==> src/rtl/pc_fetch_unit_pkg.sv <==
// pc_fetch_unit_pkg: shared defaults, next-state selector and redirect target helpers
package pc_fetch_unit_pkg;
  localparam int ADDR_W_DEF = 32;
  localparam int MEM_DEPTH_DEF = 128;
  localparam int RESET_PC_DEF = 0;
  typedef enum logic [1:0] {NX_SEQ, NX_STALL, NX_REDIRECT, NX_FAULT} next_sel_e;
  function automatic logic [31:0] sext16(input logic [15:0] v);
    return {{16{v[15]}}, v};
  endfunction
  function automatic logic [31:0] jump_target(input logic [31:0] pc_plus1, input logic [25:0] index26);
    return {pc_plus1[31:26], index26};
  endfunction
endpackage

==> src/rtl/pc_fetch_unit_if_id_reg.sv <==
// if_id_reg: IF/ID pipeline register with load enable and synchronous clear
module if_id_reg (
  input  logic        clk,
  input  logic        rst,
  input  logic        en,
  input  logic        clr,
  input  logic [31:0] d_inst,
  input  logic [31:0] d_pc_plus1,
  output logic [31:0] q_inst,
  output logic [31:0] q_pc_plus1,
  output logic        q_valid
);
  always_ff @(posedge clk) begin
    if (rst || clr) begin
      q_inst <= '0;
      q_pc_plus1 <= '0;
      q_valid <= 1'b0;
    end else if (en) begin
      q_inst <= d_inst;
      q_pc_plus1 <= d_pc_plus1;
      q_valid <= 1'b1;
    end
  end
endmodule

==> src/rtl/pc_fetch_unit.sv <==
// pc_fetch_unit: word-indexed PC, next-PC mux and IF/ID capture with sticky range fault
module pc_fetch_unit
  import pc_fetch_unit_pkg::*;
#(
  parameter int ADDR_W = ADDR_W_DEF,
  parameter int MEM_DEPTH = MEM_DEPTH_DEF,
  parameter logic [ADDR_W-1:0] RESET_PC = ADDR_W'(RESET_PC_DEF)
) (
  input  logic              PCclk,
  input  logic              PCrst,
  input  logic              stall,
  input  logic              branch_taken,
  input  logic [ADDR_W-1:0] branch_pc_plus1,
  input  logic [15:0]       branch_imm16,
  input  logic              jump_en,
  input  logic [25:0]       jump_index26,
  input  logic [31:0]       inst,
  output logic [ADDR_W-1:0] inst_addr,
  output logic [31:0]       if_id_inst,
  output logic [ADDR_W-1:0] if_id_pc_plus1,
  output logic              if_id_valid,
  output logic              fetch_fault,
  output logic [31:0]       fetch_count
);
  logic [ADDR_W-1:0] pc, pc_plus1, target;
  next_sel_e sel;
  assign inst_addr = pc;
  assign pc_plus1 = pc + 1'b1;
  // jump wins over branch when both are (illegally) raised together
  assign target = jump_en ? jump_target(branch_pc_plus1, jump_index26)
                          : branch_pc_plus1 + sext16(branch_imm16);
  assign sel = (fetch_fault || pc >= ADDR_W'(MEM_DEPTH)) ? NX_FAULT
             : (jump_en || branch_taken) ? NX_REDIRECT
             : stall ? NX_STALL : NX_SEQ;
  always_ff @(posedge PCclk) begin
    if (PCrst) begin
      pc <= RESET_PC;
      fetch_fault <= 1'b0;
      fetch_count <= '0;
    end else begin
      pc <= sel == NX_REDIRECT ? target : sel == NX_SEQ ? pc_plus1 : pc;
      fetch_fault <= fetch_fault | (sel == NX_FAULT);
      fetch_count <= fetch_count + 32'(sel == NX_SEQ);
    end
  end
  if_id_reg u_if_id (
    .clk(PCclk),
    .rst(PCrst),
    .en(sel == NX_SEQ),
    .clr(sel == NX_REDIRECT || sel == NX_FAULT),
    .d_inst(inst),
    .d_pc_plus1(pc_plus1),
    .q_inst(if_id_inst),
    .q_pc_plus1(if_id_pc_plus1),
    .q_valid(if_id_valid)
  );
endmodule

==> config.mk <==
export PLATFORM = sky130hd
export DESIGN_NAME = pc_fetch_unit
export DESIGN_NICKNAME = d
export VERILOG_FILES = /design/src/rtl/pc_fetch_unit_pkg.sv /design/src/rtl/pc_fetch_unit_if_id_reg.sv /design/src/rtl/pc_fetch_unit.sv
export SDC_FILE = /design/constraint.sdc
export NUM_CORES = 1
export LEC_CHECK = 0
export CORE_MARGIN = 8
export CORE_UTILIZATION = 40
export CTS_BUF_LIST = sky130_fd_sc_hd__clkbuf_4 sky130_fd_sc_hd__clkbuf_8
export DETAILED_ROUTE_END_ITERATION = 7
export PLACE_DENSITY = 0.72
export SYNTH_ARGS = -nofsm -noshare
export SYNTH_HDL_FRONTEND = slang
export SYNTH_SLANG_ARGS = --single-unit
export TNS_END_PERCENT = 1
==> constraint.sdc <==
create_clock -name PCclk -period 5.88 [get_ports PCclk]
set_input_delay 1.176 -clock PCclk [delete_from_list [all_inputs] [get_ports PCclk]]
set_output_delay 1.176 -clock PCclk [all_outputs]
set_load 0.05 [all_outputs]
After elaboration in Yosys (flattened, before gate mapping)

Cells that the tools add are included.

$add $sub $neg: 3
Muxes and demuxes: 6
Div/mod/pow operators: 0
Bitwise operators: 1
Multiply operators: 0
Magnitude comparators: 1
Equal/unequal tests: 2
Reductions and logical operators: 6
Shifts and indexed selects: 0

Operators by type and width:

| kind                                                  | count |
|---|---|
| 2-to-1 mux 32 bit                                     | 3 |
| adder 32 x 1 -> 32 bit                                | 1 |
| adder 32 x 1 -> 32 bit (second input constant)        | 1 |
| adder 32 bit                                          | 1 |
| >= comparator 32 x 8 -> 1 bit (second input constant) | 1 |
| equality test 2 bit (second input constant)           | 2 |
| logical OR 1 bit                                      | 4 |
| 2-to-1 mux 2 bit                                      | 2 |
| zero test 2 bit                                       | 1 |
| nonzero test 2 bit                                    | 1 |
| 2-to-1 mux 1 bit                                      | 1 |
| OR 1 bit                                              | 1 |

Word-level logic and storage cells: 25
Flip-flop bits (word level): 130
RAM bits: 0
Latch bits: 0
Memories kept: 0
Bits in read-only memories: 0
Output and inout port bits: 130

Logic depth before layout (Yosys ltp)

Depth in word-level cells: 6
Depth in mapped cells: 14
Depth with buffers taken out: 14

By module

Synthesis repeated with hierarchy kept, for this count alone.

Cells, all modules: 892
Area, all modules: 7654.8 um^2

Modules (own cells, without submodules):

| module        | area an instance (um^2) | times used | cells an instance |
|---|---|---|---|
| pc_fetch_unit | 5315.1                  | 1          | 682 |
| if_id_reg     | 2339.7                  | 1          | 210 |

Worst setup path after synthesis

No wires, ideal clock.

Path kind: input to register
From: in jump_en
To: reg fetch_count[31]
Library setup time: 128 ps
Cell stages on the path: 13
Path slack: 2103 ps
Arrival: 3649 ps
Required time: 5752 ps
Path through: clkbuf_1 nor2_1 nand2_1 nor2_1 ha_1 nand3_1 nor3_1 and3_1 nor2b_1 nor2b_1 nand4_1 xor2_1 nor2_1

Cells in the longest elaborated chain, start to end: 5

RTL lines:

| what                   | RTL line            | text |
|---|---|---|
| start, declared        | pc_fetch_unit.sv:15 | `input logic jump_en,` |
| logical OR 1 bit       | pc_fetch_unit.sv:33 | `: (jump_en \|\| branch_taken) ? NX_REDIRECT` |
| 2-to-1 mux 2 bit       | pc_fetch_unit.sv:33 |  |
| 2-to-1 mux 2 bit       | pc_fetch_unit.sv:32 | `assign sel = (fetch_fault \|\| pc >= ADDR_W'(MEM_DEPTH)) ? NX_FAULT` |
| zero test 2 bit        | pc_fetch_unit.sv:43 | `fetch_count <= fetch_count + 32'(sel == NX_SEQ);` |
| adder 32 x 1 -> 32 bit | pc_fetch_unit.sv:43 |  |
| end signal, assigned   | pc_fetch_unit.sv:43 |  |
| end, declared          | pc_fetch_unit.sv:23 | `output logic [31:0] fetch_count` |

No other way between the ends.
A chain may end at the register's enable or synchronous reset.

Final worst setup path

From: in branch_taken
To: reg fetch_count[28]

Cells in the longest elaborated chain, start to end: 5

RTL lines:

| what                   | RTL line            | text |
|---|---|---|
| start, declared        | pc_fetch_unit.sv:12 | `input logic branch_taken,` |
| logical OR 1 bit       | pc_fetch_unit.sv:33 |  |
| 2-to-1 mux 2 bit       | pc_fetch_unit.sv:33 |  |
| 2-to-1 mux 2 bit       | pc_fetch_unit.sv:32 |  |
| zero test 2 bit        | pc_fetch_unit.sv:43 |  |
| adder 32 x 1 -> 32 bit | pc_fetch_unit.sv:43 |  |

No other way between the ends.

==> results.toml <==
[floorplanning]
die_area_mm2 = 0.0215
start_util_pct = 40.9
io_pins = 241
core_area_mm2 = 0.0166
num_rows = 47
die_w_um = 147
dieHeight_um = 147

[min_path]
hold_start = "u_if_id.q_pc_plus1[14]$_SDFFE_PP0N_"
hold_path_class = "reg -> reg"

[setup_path]
critPathMaxFanout = 6
cpPeakStageDelay_ns = 0.54
cp-end-kind = "flip-flop"
reg2reg_from = "inst_addr[20]$_SDFFE_PP0P_"
crit_required_ns = 6.20
crit_arrival_ns = 4.37
critical_path_class = "in -> reg"
path_cells = "clkdlybuf4s50_1 -> nor2_1 -> nand2_1 -> nor2_1 -> ha_1 -> ha_1 -> nand3_1 -> nor2_1 -> nand3_1 -> nor3_1 -> nand3_1 -> xor2_1 -> nor2_1"
slowest_stage = "clkdlybuf4s50_1"
critPathBufInv = 1
crit_path_frequent_cell = "nor2_1"
start_kind = "input port"
worst_path_dominant_cell_family = "simple AND/OR/NAND/NOR gates"
crit_start = "branch_taken"

[synthesis]
syn_area_per_cell_um2 = 8.36
synth-edff-count = 0
synth_seq_cells = 130
synthArstFlopShare_pct = 0
synthCells = 815
synth_area_leaders = "dfxtp_1 (38%), ha_1 (6.4%), nor2_1 (6.2%)"
netlist_area_mm2 = 0.00681
synth_ff_type = "dfxtp_1"
yosysSeqAreaShare_pct = 38.2
syn-num-nets = 962
synth_cell_types = 69
synth.largest_area_cell = "dfxtp_1"
post-synth-top-area-fraction_pct = 38.2
yosysWarnings = 0

[sta]
fin_tns_setup_ns = 0
finClkSkew_ns = 0.0133
fin_ws_ns = 1.83
tightest_slew_ns = 1.06
whs_ns = 0.445
post-route-period-util_pct = 68.8
fmax_ghz = 0.247
drv_slew = 0
grt_setup_unrepaired = "no"
relSlewSlack_pct = 29.0
setup_viol = 0
hold_viol_final = 0
min_period_ns = 4.05

[cts]
cts_buffers = 17
cts_max_path_buffers = 2
post_cts_buffers = 0
clock_latency_ns = 0.44
clk_pin_slew_ns = 0.08
ctsHoldBuffers = 0
tritoncts = "done"
cts.sinks = 130
post_cts_resized = 0
htreeDepth = 4
root_buffer = "clkbuf_8"

[final_layout]
layout.nets = 1189
fill_cells = 1538
final_common_cell = "clkdlybuf4s50_1"
drive_gt1_share_pct = 5.40
syn2layout_area_growth_pct = 43.7
final_cell_mix = "clkdlybuf4s50_1 (238), dfxtp_1 (130), nor2_1 (113)"
antennaDiodeCount = 0

[routing]
wl_um = 21500
drtPass1Iterations = 5
drt.antenna.violating_nets = 0
drtIter0Drc = 389
drt-wirelength-per-cell_um = 16.8
num_vias = 6655
route.detailed.drc = 0
viasPerCell = 5.22

[place]
place.port_buffers = 240
pre_cts_ws_ns = 1.40
gp_congestion = 0.884
hpwl_um = 16600

[grt]
grt_pass1_vias = 6457
grt_usage_pct = 19.5
overflow = 0
grt_pass1_wl_um = 34300
antenna_found_initial = 1
grt_max_degree = 65

[pwr]
p_leak_uw = 0.00373
power_uw = 3590
p_per_area_mw_per_mm2 = 366
ir_worst_vdd_mv = 0.403

[run_status]
outcome = "complete, no violations"

[flow_run]
max-cap-violations = 0
state kept, by name, summed over array words and instances (netlist names):
name	flops
u_if_id.q_inst	32
u_if_id.q_pc_plus1	32
u_if_id.q_valid	1
fetch_fault	1
fetch_count	32
inst_addr	32
Yosys cell counts, types with 4 or more instances:
cell type,number
clkbuf_1,33
mux2i_1,36
a31oi_1,7
o21ai_0,32
or3_1,4
nor4_1,8
a21o_1,19
nor2b_1,8
o211ai_1,10
nand3b_1,5
xor2_1,36
and3_1,12
nand4_1,14
nand3_1,22
and2_1,7
ha_1,35
a21oi_1,81
nand2_1,51
dfxtp_1,130
nand2b_1,5
nor3_1,18
xnor2_1,18
a211oi_1,6
o21a_1,4
inv_1,36
nor2_1,113
o22ai_1,6
worst paths after layout:
kind / endpoint / slack (ns) / depth (start not counted)
min reg2reg: u_if_id.q_pc_plus1[14]$_SDFFE_PP0N_ / 0.45 / 2
min: u_if_id.q_pc_plus1[14]$_SDFFE_PP0N_ / 0.45 / 2
max: fetch_count[28]$_SDFF_PP0_ / 1.83 / 13
max reg2reg: fetch_count[28]$_SDFF_PP0_ / 2.04 / 14
metal layers:
layer  global-route usage, %  wire [um]  vias up  share of wire (%)
li1                        -          -     3346                  -
met1                    23.7       9500     3062                 44
met2                    32.3      10000      221                 47
met3                    6.71       1630       24                7.6
met4                    5.15        310        2                1.4
met5                       0         13        -              0.061
final cells by class:
cell class              count  area, um2  area share, %
clock buffers              17        234           2.39
clock inverters            15        171           1.75
inverters                  36        135           1.38
multi-input cells         611       3930           40.2
flip-flops and latches    130       2600           26.6
well taps                 220        275           2.81
repair buffers            246       2440           24.9
logic make-up after synthesis:
| family | Yosys count | share of synthesized area, % |
|---|---|---|
| AND/OR/NAND/NOR | 282 | 19.6 |
| AO/OA/AOI/OAI | 202 | 18.9 |
| flip-flops | 130 | 38.2 |
| buffers and inverters | 74 | 4.13 |
| XOR/XNOR | 54 | 6.94 |
| multiplexers | 37 | 5.45 |
| adder cells (fa/ha/maj) | 36 | 6.72 |
report_power, final:
part / internal (uW) / switching (uW) / total, uW
sequential: 1000 / 121 / 1130
combinational: 581 / 1100 / 1680
clock: 389 / 390 / 780
stage by stage:
stage / cells / utilization [%] / cell area (um2)
CTS: 1275 / 58.8 / 9790
finish: 1275 / 58.8 / 9790
global placement: 1243 / 56.4 / 9380
global route: 1275 / 58.8 / 9790
detailed placement: 1243 / 56.4 / 9380
floorplan: 815 / - / 6810
worst register-to-register path: stages, from the launching register on:
cell and delay (ns):
dfxtp_1 0.36, nor4_1 0.34, nand3_1 0.28, nor2_2 0.34
nand2_1 0.14, nor2_1 0.20, ha_1 0.24, ha_1 0.20
nand3_1 0.16, nor2_1 0.34, nand3_1 0.19, nor3_1 0.53
nand3_1 0.18, xor2_1 0.18, nor2_1 0.05
(Power assumes the default switching activity.)
